### config.mk
export PLATFORM = sky130hd
export DESIGN_NAME = accel_ctrl_regs
export DESIGN_NICKNAME = d
export VERILOG_FILES = /design/src/rtl/user_pkg.sv /design/src/rtl/accel_run_ctrl.sv /design/src/rtl/accel_ctrl_regs.sv
export SDC_FILE = /design/constraint.sdc
export NUM_CORES = 1
export LEC_CHECK = 0
export CAP_MARGIN = 10
export CORE_MARGIN = 2
export CORE_UTILIZATION = 51
export DETAILED_ROUTE_END_ITERATION = 7
export HOLD_SLACK_MARGIN = 0.08
export PLACE_DENSITY = 0.8
export SETUP_SLACK_MARGIN = 0.15
export SYNTH_ARGS = -nofsm -noshare
export SYNTH_HDL_FRONTEND = slang
export SYNTH_SLANG_ARGS = --single-unit
### constraint.sdc
create_clock -name clk_i -period 2.5 [get_ports clk_i]
set_clock_uncertainty 0.2 [all_clocks]
set_input_delay 0.25 -clock clk_i [delete_from_list [all_inputs] [get_ports clk_i]]
set_output_delay 0.25 -clock clk_i [all_outputs]
set_load 0.005 [all_outputs]
### src/rtl/user_pkg.sv
// Register map, field positions and OBI subordinate types shared by the
// accelerator control block and its run controller.
package user_pkg;

  localparam int unsigned AidWidth = 4;

  typedef struct packed {
    logic [31:0]         addr;
    logic                we;
    logic [3:0]          be;
    logic [31:0]         wdata;
    logic [AidWidth-1:0] aid;
  } sbr_obi_a_chan_t;

  typedef struct packed {
    logic            req;
    sbr_obi_a_chan_t a;
  } sbr_obi_req_t;

  typedef struct packed {
    logic [31:0]         rdata;
    logic [AidWidth-1:0] rid;
    logic                err;
  } sbr_obi_r_chan_t;

  typedef struct packed {
    logic            gnt;
    logic            rvalid;
    sbr_obi_r_chan_t r;
  } sbr_obi_rsp_t;

  // Word index of each register, i.e. byte offset [4:2].
  typedef enum logic [2:0] {
    REG_CTRL   = 3'd0,
    REG_STATUS = 3'd1,
    REG_BASE   = 3'd2,
    REG_LEN    = 3'd3,
    REG_RUNS   = 3'd4,
    REG_CYCLES = 3'd5
  } reg_idx_e;

  localparam int unsigned CtrlStartBit     = 0;
  localparam int unsigned CtrlIrqEnBit     = 1;
  localparam int unsigned StatusBusyBit    = 0;
  localparam int unsigned StatusDoneBit    = 1;
  localparam int unsigned StatusMatchBit   = 2;
  localparam int unsigned StatusOverrunBit = 3;

  localparam logic [31:0] ErrRdata = 32'hBADC_AB1E;

  typedef enum logic {
    RUN_IDLE = 1'b0,
    RUN_BUSY = 1'b1
  } run_state_e;

  function automatic logic [31:0] apply_be(input logic [31:0] old_val,
                                           input logic [31:0] wdata,
                                           input logic [3:0]  be);
    logic [31:0] res;
    res = old_val;
    for (int b = 0; b < 4; b++) begin
      if (be[b]) res[8*b +: 8] = wdata[8*b +: 8];
    end
    return res;
  endfunction

endpackage

### src/rtl/accel_run_ctrl.sv
// Run controller: BUSY state, run-cycle counter, completed-run count and the
// start/completion/overrun decisions for one accelerator.
module accel_run_ctrl
  import user_pkg::*;
#(
  parameter int unsigned CycleCntWidth = 32
) (
  input  logic                     clk_i,
  input  logic                     rst_i,
  input  logic                     start_req_i,
  input  logic                     len_zero_i,
  input  logic                     done_i,
  input  logic                     match_i,
  output logic                     busy_o,
  output logic                     start_o,
  output logic                     complete_o,
  output logic                     match_o,
  output logic                     overrun_o,
  output logic [15:0]              runs_o,
  output logic [CycleCntWidth-1:0] cycles_o
);

  localparam logic [CycleCntWidth-1:0] CntMax = '1;

  run_state_e               state_q;
  logic                     start_q;
  logic [CycleCntWidth-1:0] cnt_q;
  logic [CycleCntWidth-1:0] cycles_q;
  logic [15:0]              runs_q;

  logic                     finish;
  logic                     free;
  logic                     launch;
  logic                     zero_start;
  logic [CycleCntWidth-1:0] cnt_inc;

  // A completion in the same cycle frees the engine before START is judged.
  assign finish     = done_i && (state_q == RUN_BUSY);
  assign free       = (state_q == RUN_IDLE) || finish;
  assign launch     = start_req_i && free && !len_zero_i;
  assign zero_start = start_req_i && free && len_zero_i;
  assign cnt_inc    = (cnt_q == CntMax) ? cnt_q : cnt_q + CycleCntWidth'(1);

  assign busy_o     = (state_q == RUN_BUSY);
  assign start_o    = start_q;
  assign complete_o = finish || zero_start;
  assign match_o    = finish && match_i && !zero_start;
  assign overrun_o  = start_req_i && !free;
  assign runs_o     = runs_q;
  assign cycles_o   = cycles_q;

  // NOTE: state is written with <= so every branch sees pre-edge values.
  always_ff @(posedge clk_i) begin
    if (rst_i) begin
      state_q  <= RUN_IDLE;
      start_q  <= 1'b0;
      cnt_q    <= '0;
      cycles_q <= '0;
      runs_q   <= '0;
    end else begin
      start_q <= launch;
      if (launch) begin
        state_q <= RUN_BUSY;
        cnt_q   <= '0;
      end else if (finish) begin
        state_q <= RUN_IDLE;
      end else if (state_q == RUN_BUSY) begin
        cnt_q <= cnt_inc;
      end
      if (finish) begin
        cycles_q <= cnt_inc;
        runs_q   <= runs_q + 16'd1;
      end
    end
  end

endmodule

### src/rtl/accel_ctrl_regs.sv
// OBI-mapped control/status registers for a single accelerator; the run
// bookkeeping lives in accel_run_ctrl.
module accel_ctrl_regs
  import user_pkg::*;
#(
  parameter type         obi_req_t     = sbr_obi_req_t,
  parameter type         obi_rsp_t     = sbr_obi_rsp_t,
  parameter int unsigned CycleCntWidth = 32
) (
  input  logic        clk_i,
  input  logic        rst_i,
  input  obi_req_t    obi_req_i,
  output obi_rsp_t    obi_rsp_o,
  output logic        start_o,
  output logic [31:0] cfg_addr_o,
  output logic [15:0] cfg_len_o,
  input  logic        done_i,
  input  logic        match_i,
  output logic        irq_o
);

  obi_rsp_t    rsp_q;
  logic        irq_en_q;
  logic [31:0] base_q;
  logic [15:0] len_q;
  logic        done_q;
  logic        match_q;
  logic        overrun_q;

  logic [2:0]  reg_idx;
  logic        wr;
  logic        lane0_wr;
  logic        start_req;
  logic        done_clr;
  logic        ovr_clr;
  logic [31:0] base_merge;
  logic [31:0] len_merge;
  logic [31:0] rdata_d;
  logic        err_d;

  logic                     busy;
  logic                     run_complete;
  logic                     run_match;
  logic                     run_overrun;
  logic [15:0]              runs;
  logic [CycleCntWidth-1:0] cycles;

  logic unused_addr_bits;
  assign unused_addr_bits = ^{obi_req_i.a.addr[31:5], obi_req_i.a.addr[1:0]};

  assign reg_idx    = obi_req_i.a.addr[4:2];
  assign wr         = obi_req_i.req && obi_req_i.a.we;
  assign lane0_wr   = wr && obi_req_i.a.be[0];
  assign start_req  = lane0_wr && (reg_idx == REG_CTRL) && obi_req_i.a.wdata[CtrlStartBit];
  assign done_clr   = lane0_wr && (reg_idx == REG_STATUS) && obi_req_i.a.wdata[StatusDoneBit];
  assign ovr_clr    = lane0_wr && (reg_idx == REG_STATUS) && obi_req_i.a.wdata[StatusOverrunBit];
  assign base_merge = apply_be(base_q, obi_req_i.a.wdata, obi_req_i.a.be);
  assign len_merge  = apply_be({16'h0, len_q}, obi_req_i.a.wdata, obi_req_i.a.be);

  // NOTE: every output of a combinational block gets a default first so no latch is inferred.
  always_comb begin
    rdata_d = '0;
    err_d   = 1'b0;
    case (reg_idx)
      REG_CTRL:   rdata_d[CtrlIrqEnBit] = irq_en_q;
      REG_STATUS: begin
        rdata_d[StatusBusyBit]    = busy;
        rdata_d[StatusDoneBit]    = done_q;
        rdata_d[StatusMatchBit]   = match_q;
        rdata_d[StatusOverrunBit] = overrun_q;
      end
      REG_BASE:   rdata_d = base_q;
      REG_LEN:    rdata_d = {16'h0, len_q};
      REG_RUNS:   rdata_d = {16'h0, runs};
      REG_CYCLES: rdata_d = 32'(cycles);
      default: begin
        rdata_d = ErrRdata;
        err_d   = 1'b1;
      end
    endcase
  end

  always_ff @(posedge clk_i) begin
    if (rst_i) begin
      rsp_q     <= '0;
      irq_en_q  <= 1'b0;
      base_q    <= '0;
      len_q     <= '0;
      done_q    <= 1'b0;
      match_q   <= 1'b0;
      overrun_q <= 1'b0;
    end else begin
      rsp_q.rvalid  <= obi_req_i.req;
      rsp_q.r.rid   <= obi_req_i.a.aid;
      rsp_q.r.rdata <= rdata_d;
      rsp_q.r.err   <= err_d;
      if (lane0_wr && (reg_idx == REG_CTRL)) irq_en_q <= obi_req_i.a.wdata[CtrlIrqEnBit];
      if (wr && (reg_idx == REG_BASE)) base_q <= {base_merge[31:2], 2'b00};
      if (wr && (reg_idx == REG_LEN))  len_q  <= len_merge[15:0];
      // A completion in the same cycle as a DONE clear leaves DONE set.
      if (run_complete) begin
        done_q  <= 1'b1;
        match_q <= run_match;
      end else if (done_clr) begin
        done_q  <= 1'b0;
        match_q <= 1'b0;
      end
      if (run_overrun)  overrun_q <= 1'b1;
      else if (ovr_clr) overrun_q <= 1'b0;
    end
  end

  always_comb begin
    obi_rsp_o     = rsp_q;
    obi_rsp_o.gnt = 1'b1;
  end

  assign cfg_addr_o = base_q;
  assign cfg_len_o  = len_q;
  assign irq_o      = irq_en_q && done_q;

  accel_run_ctrl #(
    .CycleCntWidth(CycleCntWidth)
  ) u_run_ctrl (
    .clk_i       (clk_i),
    .rst_i       (rst_i),
    .start_req_i (start_req),
    .len_zero_i  (len_q == 16'h0),
    .done_i      (done_i),
    .match_i     (match_i),
    .busy_o      (busy),
    .start_o     (start_o),
    .complete_o  (run_complete),
    .match_o     (run_match),
    .overrun_o   (run_overrun),
    .runs_o      (runs),
    .cycles_o    (cycles)
  );

endmodule

== Yosys cells after proc, flatten, opt, wreduce, memory -nomap -nowiden ==
Cells that the tools add are included.
Widths: inputs -> output; s select.

* Add/subtract/negate cells: 2
* Multipliers: 0
* Divide/modulo/power cells: 0
* Order comparisons: 0
* Equal/unequal tests: 6
* Shifts and indexed selects: 0
* Multiplexer cells: 13
* Bitwise gates (word level): 2
* Reductions and logical operators: 37

{| class="wikitable"
|+ Operators with widths
! operator !! count
|-
| $pmux 28 s5 || 1
|-
| $add 32x1->32 const B || 1
|-
| $eq 32x32->1 const B || 1
|-
| $mux 32 || 1
|-
| $logic_and 1x1->1 || 17
|-
| $add 16x1->16 const B || 1
|-
| $logic_not 16->1 || 1
|-
| $reduce_and 2->1 || 7
|-
| $pmux 2 s6 || 1
|-
| $mux 1 || 8
|-
| $eq 3x2->1 const B || 2
|-
| $eq 3x3->1 const B || 2
|-
| $pmux 1 s6 || 1
|-
| $reduce_bool 2->1 || 3
|-
| $reduce_or 6->1 || 1
|-
| $pmux 1 s4 || 1
|-
| $reduce_or 2->1 || 2
|-
| $eq 3x1->1 const B || 1
|-
| $logic_not 1->1 || 3
|-
| $logic_not 3->1 || 1
|-
| $logic_or 1x1->1 || 2
|-
| $not 1->1 || 2
|}

* Bits in registers: 170
* Latch bits: 0
* RAM bits: 0
* Memory bits (read-only): 0
* Output and inout bits: 89
* Logic and storage cells: 79
* Memories: 0

== Depth between registers and ports, before layout ==
Gate-level depths: netlist of run 1.

* Depth after elaboration: 9
* Gate-level depth with buffers: 8
* Gate-level depth less buffers: 6

== Modules after synthesis ==
A second synthesis of run 1 with hierarchy kept.

* Cells, all modules: 930
* Area, all modules: 8,116.5 um2

{| class="wikitable"
|+ By module, submodules not included
! module !! instances !! cells each !! area an instance (um2) !! sequential area each (um2)
|-
| accel_ctrl_regs || 1 || 425 || 4,066.4 || 1,761.7
|-
| accel_run_ctrl || 1 || 505 || 4,050.1 || 1,641.6
|}

== Worst setup path after synthesis of run 1 ==
OpenSTA, ideal clock, no wires.

* Path type: register to register
* From: register u_run_ctrl.cnt_q[0]
* To: register u_run_ctrl.cnt_q[25]
* Setup time: 0.070 ns
* Arrival time: 1.953 ns
* Required time: 2.230 ns
* Setup slack: 0.278 ns
* Stages on the path, launching flop included: 8
* Path through: dfxtp_1 -> ha_1 -> and4_1 -> and4_1 -> buf_2 -> a2111oi_4 -> or3b_1 -> a21oi_1

* Longest elaborated chain between the ends: 2
* Elaborated cells on any way between the ends: 3
* Those cells by class: 1 x add/sub; 1 x eq/ne; 1 x mux

{| class="wikitable"
|+ Ends and longest elaborated chain
! what !! line !! text
|-
| start, declared || accel_run_ctrl.sv:27 || <nowiki>logic [CycleCntWidth-1:0] cnt_q;</nowiki>
|-
| start signal, assigned || accel_run_ctrl.sv:68 || <nowiki>cnt_q <= cnt_inc;</nowiki>
|-
| $add 32x1->32 / $eq 32x32->1 (equally long branches) || accel_run_ctrl.sv:42 || <nowiki>assign cnt_inc = (cnt_q == CntMax) ? cnt_q : cnt_q + CycleCntWidth'(1);</nowiki>
|-
| $mux 32 * || accel_run_ctrl.sv:42 ||
|}

Every way passes the cells marked *; elsewhere a longest branch is shown, timed or not.
A chain may end at the register's enable or synchronous reset.

== Final worst setup path of run 1 ==
* From: register len_q[9] (netlist: cfg_len_o[9])
* To: register u_run_ctrl.cnt_q[7]

* Longest elaborated chain between the ends: 4

{| class="wikitable"
|+ Ends and longest elaborated chain
! what !! line !! text
|-
| start, declared || accel_ctrl_regs.sv:25 || <nowiki>logic [15:0] len_q;</nowiki>
|-
| start signal, assigned || accel_ctrl_regs.sv:99 || <nowiki>if (wr && (reg_idx == REG_LEN)) len_q <= len_merge[15:0];</nowiki>
|-
| $logic_not 16->1 || accel_ctrl_regs.sv:128 || <nowiki>.len_zero_i (len_q == 16'h0),</nowiki>
|-
| $logic_not 1->1 || accel_run_ctrl.sv:40 || <nowiki>assign launch = start_req_i && free && !len_zero_i;</nowiki>
|-
| $logic_and 1x1->1 || accel_run_ctrl.sv:40 ||
|-
| $reduce_or 2->1 (no source line) || -- ||
|}

Every way passes these cells.

==> impl_results.md, run 1 <==
* Share of cells above drive strength 1 at 9.85%
* Crit path cell chain: nor4_2 > nand4_1 > a41o_1 > buf_12 > or4_1 > nand2_1
* CORE AREA at 0.0150 mm²
* Pre-antenna DRT Iters at 5
* Setup_tns at 0 ns
* Die height at 127 µm
* Setup Viol. Count Final at 0
* Max stage delay cell, worst path: or4_1
* Final-stage net count at roughly 1100
* VDD IR max at 0.000535 V
* Yosys Warn Count at 0
* Post-Layout Inst Area at approximately 0.01 mm²
* # H-tree levels at 4
* Startpoint types: register
* Most common cell after layout, fill and taps aside: dfxtp_1
* Achievable Freq at 434 MHz
* Synth area leaders: dfxtp_1, nor2_1, mux2i_1
* Antenna-violating nets left at 0
* Cell taking the most area after synthesis: dfxtp_1
* Chip width at ~130 µm
* Total gr overflow at 0
* Async set or reset register ratio after synthesis at 0%
* Via density at 5.91
* Pin count of the biggest net entering global routing at 62
* Postcts setup bufs at 0
* Slowest stage delay, CP at 0.52 ns
* Max Fanout on Critical Path at 31
* CTS tree: yes
* Worst Hold Class: in2reg
* Die area at 0.0162 mm²
* WL final at 20600 µm
* Antenna diodes at 0
* Final GP Congestion at 0.911
* Row cnt at 45
* Hold slack at 0.178 ns
* Total power draw at roughly 5.5 mW
* Leak pwr at 3.51 nW
* Cell Pwr Density at 553 mW/mm²
* WP data arrival at 2.48 ns
* RSZ-0062 raised after global routing: true
* 1st-iter DRT viols at 622
* Post-route DRC at 0
* EDFF count, synth at 0
* Crit path time final at 2.30 ns
* Register area share after synthesis at 43.8%
* Global-route wire length before repair at around 33000 µm
* Status: complete, no violations
* Footprint of the multi-input gates at 0.00406 mm²
* Ports at between 150 and 200
* Detail Placement HPWL at between 10000 and 15000 µm
* Clock Pin Slew Worst Setup and Hold Paths at 0.06 ns
* Unique masters post-synth at 59
* DR vias at 7108
* Total CTS buffers at 17
* CTS root buf: clkbuf_16
* Critical Path RT at 2.68 ns
* Syn_area_per_cell at 8.81 µm²
* DP Area at about 0.0094 mm²
* Vias in the first global route at between 6000 and 7000
* Port Buffers at 134
* Area of the mapped netlist at around 0.0078 mm²
* Slew Viols, Final at 0
* Area delta synth->final at 27.9%
* Wire per inst at 17.1 µm
* Relative slew slack at 63.0%
* Setup Crit Path Kind: reg2reg
* Fill cells at 1173
* Worst-skew pair later-pin latency at 0.43 ns
* Post-synth top area share at a little over two fifths
* FF/Latch Area at 0.00340 mm²
* Gate count of the mapped netlist at between 800 and 900
* GRT Overall Usage at around a quarter
* #FFs+latches synth at 170
* Ys flop type: dfxtp_1
* Most frequent cells in the layout: dfxtp_1, clkdlybuf4s50_1, nor2_1
* Starting density of the core at ~52%
* Max clock buf depth at 2
* Fin. Hold Viols at 0
* Slew @ Worst Pin at ~0.55 ns
* Crit end category: register
* Ratio of final minimum period to clock period at 92.1%
* CTS Sinks at 170
* Max-cap viol count at 0
* Initial antenna violation count at 0
worst max-delay path, delay by kind of cell, from the launching register on:
kind	cells	cell delay, ns
simple gates	4	1.20
flops	1	0.35
compound gates	1	0.32
buf+inv	1	0.18
registers in the layout, indices dropped and copies added, names as in the netlist, 16 cells and up:
name,cells
obi_rsp_o,38
u_run_ctrl.cnt_q,32
u_run_ctrl.cycles_o,32
cfg_addr_o,30
cfg_len_o,16
u_run_ctrl.runs_o,16
final timing paths:
check | slack (ns) | to | cells after the start | start
setup / recovery | 0.20 | u_run_ctrl.cnt_q[7]$_SDFFE_PP0P_ | 6 | cfg_len_o[9]$_SDFFE_PP0P_
hold reg to reg | 0.26 | obi_rsp_o[28]$_SDFF_PP0_ | 2 | u_run_ctrl.cycles_o[23]$_SDFFE_PP0N_
setup reg to reg | 0.20 | u_run_ctrl.cnt_q[7]$_SDFFE_PP0P_ | 6 | cfg_len_o[9]$_SDFFE_PP0P_
hold / removal | 0.18 | obi_rsp_o[2]$_SDFF_PP0_ | 2 | obi_req_i[1]
per-layer routing:
layer / track usage [%] / vias to the layer above / share of wire [%]
met4: 8.92 / 0 / 2.1
met2: 39.3 / 334 / 45
li1: - / 3428 / -
met1: 34.7 / 3303 / 45
met5: 0 / - / 0
met3: 5.70 / 43 / 8.0
through the flow:
| stage | cells | setup WS, ns | util (%) |
|---|---|---|---|
| 5_1_grt | 1203 | 0.149 | 66.1 |
| 4_1_cts | 1203 | 0.191 | 65.9 |
| 6_report | 1203 | 0.197 | 66.1 |
| 2_1_floorplan | 882 | 0.278 | - |
| 3_3_place_gp | 1172 | 0.0991 | 62.2 |
| 3_5_place_dp | 1172 | 0.0432 | 62.2 |
power breakdown:
part	internal (mW)	leakage, nW	switching, mW
Clock	1.40	0.264	1.02
Sequential	2.73	1.37	0.0114
Combinational	0.164	1.87	0.162
Total	4.29	3.51	1.19
final cells by class:
cell class / count / area share (%)
Clock buffer: 21 / 4.64
Clock inverter: 9 / 0.756
Inverter: 1 / 0.0378
Multi-Input combinational cell: 640 / 40.9
Sequential cell: 170 / 34.3
Tap cell: 188 / 2.37
Timing Repair Buffer: 174 / 17.0
synthesized netlist by cell type (all sizes together), types with 22 or more instances:
library cell	n
a211oi	39
a21oi	59
buf	25
clkbuf	46
dfxtp	170
mux2i	43
nand2	63
nand3	22
nor2	124
nor2b	25
o21ai	33
xnor2	32
repair_timing:
item,CTS,global route
pin swaps,0,2
setup endpoints to repair,13,23
resized for setup,2,8
hold buffers,1,0
hold endpoints to repair,23,0
logic make-up (layout without fill, tap and decap cells):
family,Yosys count,count (layout),share of synthesized area (%)
other cells,2,3,0.0967
mux,49,49,6.41
simple gates,342,342,22.4
flops,170,170,43.8
xor+xnor,47,47,5.30
buf+inv,72,205,4.30
fa+ha+maj,2,2,0.322
compound gates,197,197,17.4
(Power assumes the default switching activity.)
==> inputs of run 2 (changes only) <==
- CORE_UTILIZATION: 51 -> 47
- PLACE_DENSITY: 0.8 -> 0.75
==> impl_results.md, run 2 (synthesis results as in run 1) <==
* Status: complete, no violations
* Critical Path RT at approximately 2.7 ns
* Wire per inst at 17.7 µm
* R2R Path End: u_run_ctrl.cnt_q[7]$_SDFFE_PP0P_
* Port Buffers at 134
* Startpoint types: register
* Antenna diodes at 0
* Initial antenna violation count at 0
* CTS Sinks at 170
* Most frequent cells in the layout: dfxtp_1, clkdlybuf4s50_1, nor2_1
* Area delta synth->final at 30.4%
* Global-route wire length before repair at 34800 µm
* VDD IR max at 0.000497 V
* Max clock buf depth at 2
* RSZ-0062 raised after global routing: true
* R2r startpoint: cfg_len_o[0]$_SDFFE_PP0P_
* CTS tree: yes
* # H-tree levels at 4
* Total gr overflow at 0
* Slew Viols, Final at 0
* Setup_tns at 0 ns
* Via density at approximately 5.7
* Footprint of the multi-input gates at 0.00406 mm²
* Final-stage net count at 1101
* Clock Pin Slew Worst Setup and Hold Paths at 0.06 ns
* Crit path time final at 2.28 ns
* Starting density of the core at 48.5%
* Setup Viol. Count Final at 0
* Final GP Congestion at 0.903
* DR vias at 7110
* Antenna-violating nets left at 0
* CORE AREA at 0.0160 mm²
* Die area at 0.0176 mm²
* Max reg flops at 38
* Max Fanout on Critical Path at 19
* Ports at 167
* Leak pwr at 3.60 nW
* Pin count of the biggest net entering global routing at 60
* Final Util at 63.3%
* Die height at 133 µm
* WL final at 22100 µm
* Total CTS buffers at 17
* R2r setup slk at 0.22 ns
* Vias in the first global route at 6501
* Hold slack at 0.174 ns
* WP data arrival at 2.45 ns
* R2R cell count at 7
* Post-Layout Inst Area at 0.0101 mm²
* Share of cells above drive strength 1 at 11.1%
* Most common cell after layout, fill and taps aside: dfxtp_1
* GRT Overall Usage at 24.7%
* Achievable Freq at 439 MHz
* Chip width at 133 µm
* Worst-skew pair later-pin latency at 0.43 ns
* Fill cells at ~1400
* Post-route DRC at 0
* Worst Hold Depth at 2
* Detail Placement HPWL at 15700 µm
* Max-cap viol count at 0
* Crit end category: register
* Min-Delay Endpoint: obi_rsp_o[2]$_SDFF_PP0_
* Ratio of final minimum period to clock period at roughly nine tenths
* Hold Path Origin: obi_req_i[1]
* CTS root buf: clkbuf_16
* Pre-antenna DRT Iters at 5
* Total power draw at 5.61 mW
* FF/Latch Area at 0.00340 mm²
* DP Area at 0.00950 mm²
* Cell Pwr Density at 554 mW/mm²
* Fin. Hold Viols at 0
* 1st-iter DRT viols at 673
* Worst Hold Class: in2reg
* Setup Crit Path Kind: reg2reg
* Row cnt at 46
-- run 2: changes by cell type in the layout (fill, tap and decap cells not counted), sizes merged --
cell	before	now
and4	14	15
buf	41	56
clkbuf	21	22
clkinv	6	3
clkinvlp	2	4
dlygate4sd3	1	2
inv	1	2
-- run 2: worst max-delay path by stage --
stage / from / to / slack [ns] / depth (start not counted)
after floorplan: u_run_ctrl.cnt_q[0]$_SDFFE_PP0P_ / u_run_ctrl.cnt_q[25]$_SDFFE_PP0P_ / 0.28 / 7
after global placement: cfg_len_o[14]$_SDFFE_PP0P_ / u_run_ctrl.cnt_q[10]$_SDFFE_PP0P_ / 0.07 / 7
after detailed placement: obi_req_i[73] / u_run_ctrl.cnt_q[30]$_SDFFE_PP0P_ / 0.10 / 7
after CTS: u_run_ctrl.cnt_q[1]$_SDFFE_PP0P_ / u_run_ctrl.cycles_o[13]$_SDFFE_PP0N_ / 0.16 / 7
after global routing: u_run_ctrl.cnt_q[29]$_SDFFE_PP0P_ / u_run_ctrl.cnt_q[25]$_SDFFE_PP0P_ / 0.11 / 5
final: cfg_len_o[0]$_SDFFE_PP0P_ / u_run_ctrl.cnt_q[7]$_SDFFE_PP0P_ / 0.22 / 7
-- run 2: cell type report --
type | instances | share of cell area, %
Tap cell | 216 | 2.67
Inverter | 1 | 0.0371
Sequential cell | 170 | 33.6
Clock buffer | 22 | 4.68
Multi-Input combinational cell | 641 | 40.1
Clock inverter | 9 | 0.902
Timing Repair Buffer | 190 | 18.0
-- run 2: metrics by stage --
step                setup WS [ns]  std cells
detailed placement          0.103       1214
global route                0.112       1249
CTS                         0.155       1247
finish                      0.222       1249
global placement           0.0663       1214
floorplan                   0.278        882
-- run 2: report_power, final --
group          switching, mW  internal [mW]  leakage (nW)  total (mW)
registers             0.0110           2.73          1.37        2.74
logic                  0.165          0.167          1.96       0.332
clock network           1.09           1.45         0.265        2.54
-- run 2: worst max-delay path, cell delays in order, from the launching register on --
cell and delay, ns:
dfxtp_1 0.34, nor4_2 0.32, buf_4 0.17, nand4_1 0.16, a41o_1 0.30, buf_12 0.16
or4_1 0.49, nand2_1 0.08
-- run 2: timing repair --
item | 4_1_cts | 5_1_grt
gates cloned | 0 | 1
pin swaps | 0 | 3
gates resized for setup | 2 | 5
setup endpoints to repair | 6 | 29
setup buffers | 0 | 1
hold buffers | 2 | 0
hold endpoints to repair | 12 | 0
-- run 2: per-layer routing --
| layer | wire length (µm) | vias up | GRT usage, % |
|---|---|---|---|
| met2 | 10200 | 301 | 39.6 |
| met3 | 1620 | 28 | 5.29 |
| met1 | 10000 | 3331 | 33.9 |
| li1 | - | 3450 | - |
| met5 | 0 | - | 0 |
| met4 | 280 | 0 | 6.09 |
